File: config.mk
export PLATFORM = sky130hd
export DESIGN_NAME = wb_stage_pipelined
export DESIGN_NICKNAME = d
export VERILOG_FILES = /design/src/rtl/wb_pkg.sv /design/src/rtl/load_align.sv /design/src/rtl/wb_stage_pipelined.sv
export SDC_FILE = /design/constraint.sdc
export NUM_CORES = 1
export LEC_CHECK = 0
export ABC_CLOCK_PERIOD_IN_PS = 1940
export CAP_MARGIN = 10
export CORE_MARGIN = 8
export CORE_UTILIZATION = 42
export CTS_CLUSTER_SIZE = 30
export DETAILED_ROUTE_END_ITERATION = 16
export PLACE_DENSITY = 0.81
export SKIP_CTS_REPAIR_TIMING = 1
export SYNTH_ARGS = -nofsm -noshare
export SYNTH_HDL_FRONTEND = slang
export SYNTH_SLANG_ARGS = --single-unit
File: constraint.sdc
create_clock -name clock -period 1.94 [get_ports clock]
set_clock_uncertainty 0.05 [all_clocks]
set_input_delay 0.291 -clock clock [delete_from_list [all_inputs] [get_ports clock]]
set_output_delay 0.291 -clock clock [all_outputs]
set_load 0.02 [all_outputs]
File: src/rtl/wb_pkg.sv
// Shared encodings for the write-back stage.
package wb_pkg;

    typedef enum logic [1:0] {
        SRC_ALU  = 2'd0,
        SRC_MEM  = 2'd1,
        SRC_LINK = 2'd2,
        SRC_IMM  = 2'd3
    } src_sel_e;

    typedef enum logic [1:0] {
        IDLE     = 2'd0,
        WAIT_MEM = 2'd1,
        DRAIN    = 2'd2
    } wb_state_e;

endpackage

File: src/rtl/load_align.sv
// Sub-word load alignment: picks a byte lane and sign/zero extends it.
module load_align #(
    parameter int DATA_W = 16,
    localparam int BS_W  = $clog2(DATA_W / 8)
) (
    input  logic [DATA_W-1:0] rdata_i,
    input  logic              byte_i,
    input  logic              signed_i,
    input  logic [BS_W-1:0]   byte_sel_i,
    output logic [DATA_W-1:0] data_o
);

    logic [7:0] lane;

    assign lane = 8'(rdata_i >> {byte_sel_i, 3'b000});

    always_comb begin
        data_o = rdata_i;
        if (byte_i) begin
            data_o = {{(DATA_W - 8){signed_i & lane[7]}}, lane};
        end
    end

endmodule

File: src/rtl/wb_stage_pipelined.sv
// Registered write-back stage: source select, load alignment, memory wait,
// register-file write port and retired-instruction counter.
module wb_stage_pipelined
    import wb_pkg::*;
#(
    parameter int DATA_W     = 16,
    parameter int REG_ADDR_W = 3,
    parameter int RETIRE_W   = 16,
    parameter int ZERO_REG   = 1,
    localparam int BS_W      = $clog2(DATA_W / 8)
) (
    input  logic                  clock,
    input  logic                  reset_n,
    input  logic                  in_valid,
    output logic                  in_ready,
    input  logic                  in_reg_write,
    input  logic [REG_ADDR_W-1:0] in_dest,
    input  logic [1:0]            in_src_sel,
    input  logic [DATA_W-1:0]     in_alu_result,
    input  logic [DATA_W-1:0]     in_link,
    input  logic [DATA_W-1:0]     in_imm,
    input  logic                  in_load_byte,
    input  logic                  in_load_signed,
    input  logic [BS_W-1:0]       in_byte_sel,
    input  logic [DATA_W-1:0]     mem_rdata,
    input  logic                  mem_rvalid,
    input  logic                  flush,
    output logic                  rf_we,
    output logic [REG_ADDR_W-1:0] rf_waddr,
    output logic [DATA_W-1:0]     rf_wdata,
    output logic [RETIRE_W-1:0]   retire_count
);

    wb_state_e state_q, state_d;

    logic                  hold_we_q;
    logic [REG_ADDR_W-1:0] hold_dest_q;
    logic                  hold_lb_q;
    logic                  hold_ls_q;
    logic [BS_W-1:0]       hold_bs_q;

    logic                  rf_we_q;
    logic [REG_ADDR_W-1:0] rf_waddr_q;
    logic [DATA_W-1:0]     rf_wdata_q;
    logic [RETIRE_W-1:0]   retire_q;

    logic                  idle;
    logic                  commit;
    logic                  latch;
    logic                  c_we;
    logic [REG_ADDR_W-1:0] c_dest;
    logic [DATA_W-1:0]     c_data;
    logic                  dest_zero;
    logic                  al_byte;
    logic                  al_signed;
    logic [BS_W-1:0]       al_sel;
    logic [DATA_W-1:0]     aligned;

    assign idle     = (state_q == IDLE);
    assign in_ready = idle;

    // A same-cycle load aligns with live fields; a waited load with held ones.
    assign al_byte   = idle ? in_load_byte   : hold_lb_q;
    assign al_signed = idle ? in_load_signed : hold_ls_q;
    assign al_sel    = idle ? in_byte_sel    : hold_bs_q;

    load_align #(
        .DATA_W(DATA_W)
    ) u_align (
        .rdata_i   (mem_rdata),
        .byte_i    (al_byte),
        .signed_i  (al_signed),
        .byte_sel_i(al_sel),
        .data_o    (aligned)
    );

    always_comb begin
        state_d = state_q;
        commit  = 1'b0;
        latch   = 1'b0;
        c_we    = in_reg_write;
        c_dest  = in_dest;
        c_data  = in_alu_result;
        unique case (state_q)
            IDLE: begin
                unique case (src_sel_e'(in_src_sel))
                    SRC_ALU:  c_data = in_alu_result;
                    SRC_MEM:  c_data = aligned;
                    SRC_LINK: c_data = in_link;
                    SRC_IMM:  c_data = in_imm;
                endcase
                if (in_valid && !flush) begin
                    if (in_src_sel != SRC_MEM || mem_rvalid) begin
                        commit = 1'b1;
                    end else begin
                        latch   = 1'b1;
                        state_d = WAIT_MEM;
                    end
                end
            end
            WAIT_MEM: begin
                c_we   = hold_we_q;
                c_dest = hold_dest_q;
                c_data = aligned;
                if (mem_rvalid) begin
                    state_d = IDLE;
                    commit  = !flush;
                end else if (flush) begin
                    state_d = DRAIN;
                end
            end
            DRAIN: begin
                if (mem_rvalid) begin
                    state_d = IDLE;
                end
            end
            default: state_d = IDLE;
        endcase
    end

    assign dest_zero = (ZERO_REG != 0) && (c_dest == '0);

    always_ff @(posedge clock) begin
        if (!reset_n) begin
            state_q     <= IDLE;
            hold_we_q   <= 1'b0;
            hold_dest_q <= '0;
            hold_lb_q   <= 1'b0;
            hold_ls_q   <= 1'b0;
            hold_bs_q   <= '0;
            rf_we_q     <= 1'b0;
            rf_waddr_q  <= '0;
            rf_wdata_q  <= '0;
            retire_q    <= '0;
        end else begin
            state_q <= state_d;
            if (latch) begin
                hold_we_q   <= in_reg_write;
                hold_dest_q <= in_dest;
                hold_lb_q   <= in_load_byte;
                hold_ls_q   <= in_load_signed;
                hold_bs_q   <= in_byte_sel;
            end
            rf_we_q <= commit && c_we && !dest_zero;
            if (commit) begin
                rf_waddr_q <= c_dest;
                rf_wdata_q <= c_data;
                retire_q   <= retire_q + RETIRE_W'(1);
            end
        end
    end

    assign rf_we        = rf_we_q;
    assign rf_waddr     = rf_waddr_q;
    assign rf_wdata     = rf_wdata_q;
    assign retire_count = retire_q;

`ifndef SYNTHESIS
    // Memory must not answer while idle unless a load is being accepted.
    a_stray_rvalid: assert property (
        @(posedge clock) disable iff (!reset_n)
        (idle && mem_rvalid) |-> (in_valid && in_src_sel == SRC_MEM)
    ) else $error("stray mem_rvalid while idle");
`endif

endmodule

### Word level (Yosys, flattened, before mapping)

Index checks and enable logic that the tools add are counted.

| operators by class | value |
|---|---|
| bitwise operators | 1 |
| multiplexer cells | 21 |
| reductions and logical operators | 10 |
| equal/unequal tests | 10 |
| shift-type cells | 1 |
| add/sub/neg operators | 1 |

Operators by type and width:

| operator | count |
|---|---|
| $pmux 16 s4 | 1 |
| $pmux 16 s2 | 1 |
| $add 16x1->16 const B | 1 |
| $mux 16 | 1 |
| $shr 16x4->8 | 1 |
| $mux 1 | 10 |
| $mux 2 | 5 |
| $eq 2x2->1 const B | 3 |
| $pmux 2 s3 | 1 |
| $eq 2x1->1 const B | 2 |
| $logic_not 2->1 | 2 |
| $ne 2x1->1 const B | 2 |
| $ne 2x2->1 const B | 2 |
| $reduce_and 4->1 | 1 |
| $logic_and 1x1->1 | 3 |
| $logic_not 3->1 | 1 |
| $mux 3 | 1 |
| $ne 3x3->1 const B | 1 |
| $logic_not 1->1 | 2 |
| $pmux 1 s2 | 1 |
| $and 1x1->1 | 1 |
| $logic_or 1x1->1 | 1 |

| word-level totals | value |
|---|---|
| bits in registers | 45 |
| output and inout bits | 37 |
| bits of input ports | 78 |

### Depth between registers and ports, before layout

| logic depth | value |
|---|---|
| depth after elaboration | 7 |
| mapped depth | 8 |
| gate-level depth less buffers | 5 |

### By module

Synthesis repeated with hierarchy kept, for this count alone.

| unflattened totals | value |
|---|---|
| cell total of the unflattened synthesis | 305 |
| area, all modules | 2,552.4 sq um |

Modules (own cells, without submodules):

| module | sequential area each (sq um) | area each (sq um) | times used | cells each |
|---|---|---|---|---|
| wb_stage_pipelined | 900.9 | 2,329.7 | 1 | 275 |
| load_align | 0.0 | 222.7 | 1 | 30 |

### Worst setup path after synthesis

No wires, ideal clock.

| timing | value |
|---|---|
| path kind | register -> register |
| from | register state_q[1] |
| to | register rf_wdata_q[1], in the netlist rf_wdata[1] |
| path slack | 0.050 ns |
| arrival time | 1.723 ns |
| setup time | 0.117 ns |
| cell stages (with the launch flop) | 7 |
| path buffers | 1 |
| cells stage by stage | dfxtp_1 -> buf_6 -> nor2_4 -> mux2i_2 -> mux2i_1 -> o21ai_0 -> a32o_1 |

| between the ends | value |
|---|---|
| cells in the longest elaborated chain, start to end | 6 |

RTL lines:

| element | line | RTL |
|---|---|---|
| from (decl) | wb_stage_pipelined.sv:34 | `wb_state_e state_q, state_d;` |
| from (signal assigned) | wb_stage_pipelined.sv:136 | `state_q <= state_d;` |
| $logic_not 2->1 * | wb_stage_pipelined.sv:59 | `assign idle = (state_q == IDLE);` |
| via in_ready | wb_stage_pipelined.sv:15 | `output logic in_ready,` |
| $mux 1 | wb_stage_pipelined.sv:65 | `assign al_sel = idle ? in_byte_sel : hold_bs_q;` |
| $shr 16x4->8 | load_align.sv:15 | `assign lane = 8'(rdata_i >> {byte_sel_i, 3'b000});` |
| $mux 16 | load_align.sv:19 | `if (byte_i) begin` |
| $pmux 16 s4 | wb_stage_pipelined.sv:86 | `unique case (src_sel_e'(in_src_sel))` |
| $pmux 16 s2 | wb_stage_pipelined.sv:84 | `unique case (state_q)` |
| to (signal assigned) | wb_stage_pipelined.sv:147 | `rf_wdata_q <= c_data;` |
| to (decl) | wb_stage_pipelined.sv:44 | `logic [DATA_W-1:0] rf_wdata_q;` |

The timed path passes the listed nets; every way through them passes the cells marked *.
A chain may end at the register's enable or synchronous reset.

### Worst setup path in the final report

| timing | value |
|---|---|
| from | input in_src_sel[0] |
| to | register retire_q[15], in the netlist retire_count[15] |

| between the ends | value |
|---|---|
| cells in the longest elaborated chain, start to end | 5 |

RTL lines:

| element | line | RTL |
|---|---|---|
| from (decl) | wb_stage_pipelined.sv:18 | `input logic [1:0] in_src_sel,` |
| $ne 2x1->1 | wb_stage_pipelined.sv:93 | `if (in_src_sel != SRC_MEM \|\| mem_rvalid) begin` |
| $logic_or 1x1->1 | wb_stage_pipelined.sv:93 |  |
| $mux 1 | wb_stage_pipelined.sv:93 |  |
| $mux 1 | wb_stage_pipelined.sv:92 | `if (in_valid && !flush) begin` |
| $pmux 1 s2 | wb_stage_pipelined.sv:84 |  |
| to (signal assigned) | wb_stage_pipelined.sv:148 | `retire_q <= retire_q + RETIRE_W'(1);` |
| to (decl) | wb_stage_pipelined.sv:45 | `logic [RETIRE_W-1:0] retire_q;` |

No other way between the ends.

==> metrics.md <==
| Metric | Value |
|---|---|
| Status | completed |
| Nets | 518 |
| Routability cong. | 0.894 |
| Largest net degree at the start of global routing | 24 |
| CP cell instances | clkdlybuf4s50_1 -> nor2b_1 -> buf_4 -> o21ai_4 -> buf_6 -> nand4_1 -> or3_1 -> a21oi_1 |
| Post-route ant nets | 0 |
| Ratio of cells with drive above 1 in the final layout | 12.5% |
| M1 GR Usage | 23.9% |
| CTS Buffer Depth | 2 |
| Req. time, crit path | 2.12 ns |
| Initial antenna violation count | 0 |
| Measured slew at the worst slew-check pin | 0.348 ns |
| Sw power | 0.559 mW |
| Achievable clock frequency | 550 MHz |
| R2r endpoint | rf_wdata[13]$_SDFFE_PN0P_ |
| Core area | 5920 um^2 |
| Met3 Usage GRT | 3.28% |
| Worst setup EP type | flip-flop |
| Tmin final | 1.82 ns |
| Placed cells | 504 |
| TritonCTS buffer count | 5 |
| Crit Path Max Fanout | 13 |
| Die height | 94.1 um |
| Yosys warning count | 0 |
| Vias in the first global route | 2,766 |
| Relative slew slack | 76.7% |
| Path type of the worst min-delay path | reg -> reg |
| Total Wirelength | 8.83 mm |
| Clock Tree Root | clkbuf_8 |
| # DRC | 0 |
| Detailed-router iteration count before antenna repair | 4 |
| Power per standard cell area | 509 nW/um^2 |
| Flop-to-flop setup slack | 0.14 ns |
| Avg Cell Area, Syn | 8.42 um^2 |
| Clock sink count | 45 |
| CTS tree | built |
| Global-route wire length before repair | 13.9 mm |
| Die Area | 8850 um^2 |
| Layout area overhead | 58.9% |
| Comb pwr share | 25.5% |
| Final Slew Violations | 0 |
| Main synth FF type | dfxtp_1 |
| Row count | 28 |
| Design Power | 2.07 mW |
| Kind of critical path | in -> reg |
| Crit path largest cell delay | 0.42 ns |
| Final Hold Fails | 0 |
| WHS | 0.448 ns |
| H-tree depth | 2 |
| Antenna cells | 0 |
| Max-cap violations | 0 |
| Worst hold path depth | 2 |
| # port buffers | 114 |
| Tot GR Track Use | 19.5% |
| Most crowded layer after global routing | met2 |
| Hold_sp | hold_dest_q[1]$_SDFFE_PN0P_ |
| Setup TNS | 0 ns |
| DP Wirelength | 6.98 mm |
| Met2 GRT Util | 33.7% |
| Post-Syn Nets | 383 |
| Reg clk slew, reported paths | 0.08 ns |
| Initial DRC count | 275 |
| Yosys reg bits | 45 |
| Routed len/inst | 17.1 um |
| Die W | 94.1 um |
| Initial Util | 43.2% |
| Beginning of the worst register-to-register path | state_q[1]$_SDFFE_PN0P_ |
| Ys async rst share | 0% |
| Switching part of the total power | 27.0% |
| Hold Path End | rf_waddr[1]$_SDFFE_PN0P_ |
| Slowest CP cell | clkdlybuf4s50_1 |
| Setup violators final | 0 |
| Post-Layout Cell Count | 515 |
| Synthesized area | 2560 um^2 |
| RSZ-0062 raised after global routing | false |
| Final period util | 93.8% |
| VDD IR-drop max | 0.347 mV |
| Startpoint Class | primary input |
| EDFF count, synth | 0 |
| Clock group share of total power | 27.5% |
| Sequential share of the synthesized area | 35.2% |
| Power share of the sequential group | 47.0% |
| Drt via density | 5.34 |
| Critical path arrival | 2.00 ns |
| Cell-internal power | 1.51 mW |
| Clock Latency Late Sink | 0.30 ns |
| R2R depth | 6 |
| Leak | 1.59 nW |
| GRT overflow | 0 |
| Mapped Cells | 304 |
| Distinct cells, synth | 50 |
| Via count | 2,752 |
| # IOs | 115 |
## metrics by stage
step	instance area [um^2]	setup WS, ns	util (%)
global route	4070	0.00703	68.7
floorplan	2560	0.0501	-
detailed placement	3940	-0.227	66.6
finish	4070	0.121	68.7
CTS	4030	-0.202	68.0
global placement	3940	-0.174	66.6
## cell usage in the layout, fill, tap and decap left out, types with 8 or more instances in the layout
| cell type | synthesis | final |
|---|---|---|
| a21oi_1 | 15 | 15 |
| a32oi_1 | 8 | 8 |
| buf_4 | 1 | 30 |
| clkdlybuf4s50_1 | 0 | 113 |
| dfxtp_1 | 45 | 44 |
| mux2i_1 | 25 | 25 |
| nand2_1 | 29 | 29 |
| nand4_1 | 8 | 8 |
| nor2_1 | 39 | 39 |
| o21ai_0 | 25 | 25 |
| xor2_1 | 9 | 9 |
## kinds of logic after synthesis
family / count (synthesis) / synth area share (%)
AOI/OAI and AO/OA: 77 / 19.8
DFF: 45 / 35.2
muxes: 30 / 12.2
xor gates and xnor gates: 13 / 4.45
and+or+nand+nor: 113 / 22.9
buffers and inverters: 25 / 4.94
adders and majority gates: 1 / 0.489
## routing by layer
metal,part of all wire (%),vias to the layer above
li1,-,1370
met1,45,1285
met2,49,86
met3,5.4,11
met4,1.1,0
met5,0,-
## worst max-delay path: cells and delay by family
kind,cells,cell delay (ns)
buffers and inverters,3,0.79
AND/OR/NAND/NOR,3,0.61
AO/OA/AOI/OAI,2,0.32
## state kept, by name, indices dropped and copies added (netlist names)
signal / flops
retire_count: 16
state_q: 2
hold_ls_q: 1
hold_we_q: 1
hold_lb_q: 1
rf_wdata: 16
hold_bs_q: 1
rf_we: 1
rf_waddr: 3
hold_dest_q: 3
## power groups by stage
stage | logic, mW | registers, mW | clock network [mW]
6_report | 0.528 | 0.972 | 0.570
5_1_grt | 0.564 | 0.976 | 0.620
4_1_cts | 0.524 | 0.973 | 0.589
3_5_place_dp | 0.521 | 0.994 | 0
3_3_place_gp | 0.511 | 0.993 | 0
2_1_floorplan | 0.180 | 1.03 | 0
## cell usage after synthesis, drive strengths merged, types with 3 or more instances
master | count | share of area (%)
a311oi | 3 | 1.0
mux2i | 26 | 10
buf | 9 | 2.6
nor2 | 40 | 6.2
o21ai | 34 | 7.1
and3 | 5 | 1.2
a2bb2oi | 4 | 1.4
clkbuf | 10 | 1.5
xnor2 | 4 | 1.4
mux2 | 4 | 1.9
a21oi | 15 | 2.9
nand3 | 5 | 1.2
a32oi | 8 | 2.7
nand4b | 4 | 1.4
dfxtp | 45 | 35
xor2 | 9 | 3.1
o221ai | 3 | 1.0
nand2 | 30 | 4.7
a32o | 3 | 1.2
nand4 | 8 | 2.0
and2 | 6 | 1.5
and4 | 3 | 1.0
inv | 6 | 0.88
## worst max-delay path by stage
stage	from	end	slack [ns]	cells after the start
3_5_place_dp	in_src_sel[0]	retire_count[15]$_SDFFE_PN0P_	-0.23	8
6_report	in_src_sel[0]	retire_count[15]$_SDFFE_PN0P_	0.12	8
5_1_grt	in_src_sel[0]	retire_count[15]$_SDFFE_PN0P_	0.007	8
3_3_place_gp	in_src_sel[0]	retire_count[15]$_SDFFE_PN0P_	-0.17	8
4_1_cts	state_q[0]$_SDFFE_PN0P_	in_ready	-0.20	3
2_1_floorplan	state_q[1]$_SDFFE_PN0P_	rf_wdata[1]$_SDFFE_PN0P_	0.05	6
## cell type report
type	count	area, um^2
timing repair buffer	147	1420
fill	478	1850
clock inverter	1	7.51
tap	75	93.8
multi-input combinational	234	1550
inverter	6	22.5
sequential	45	902
clock buffer	7	76.3
Note: power is estimated with default switching activity, not from simulation.
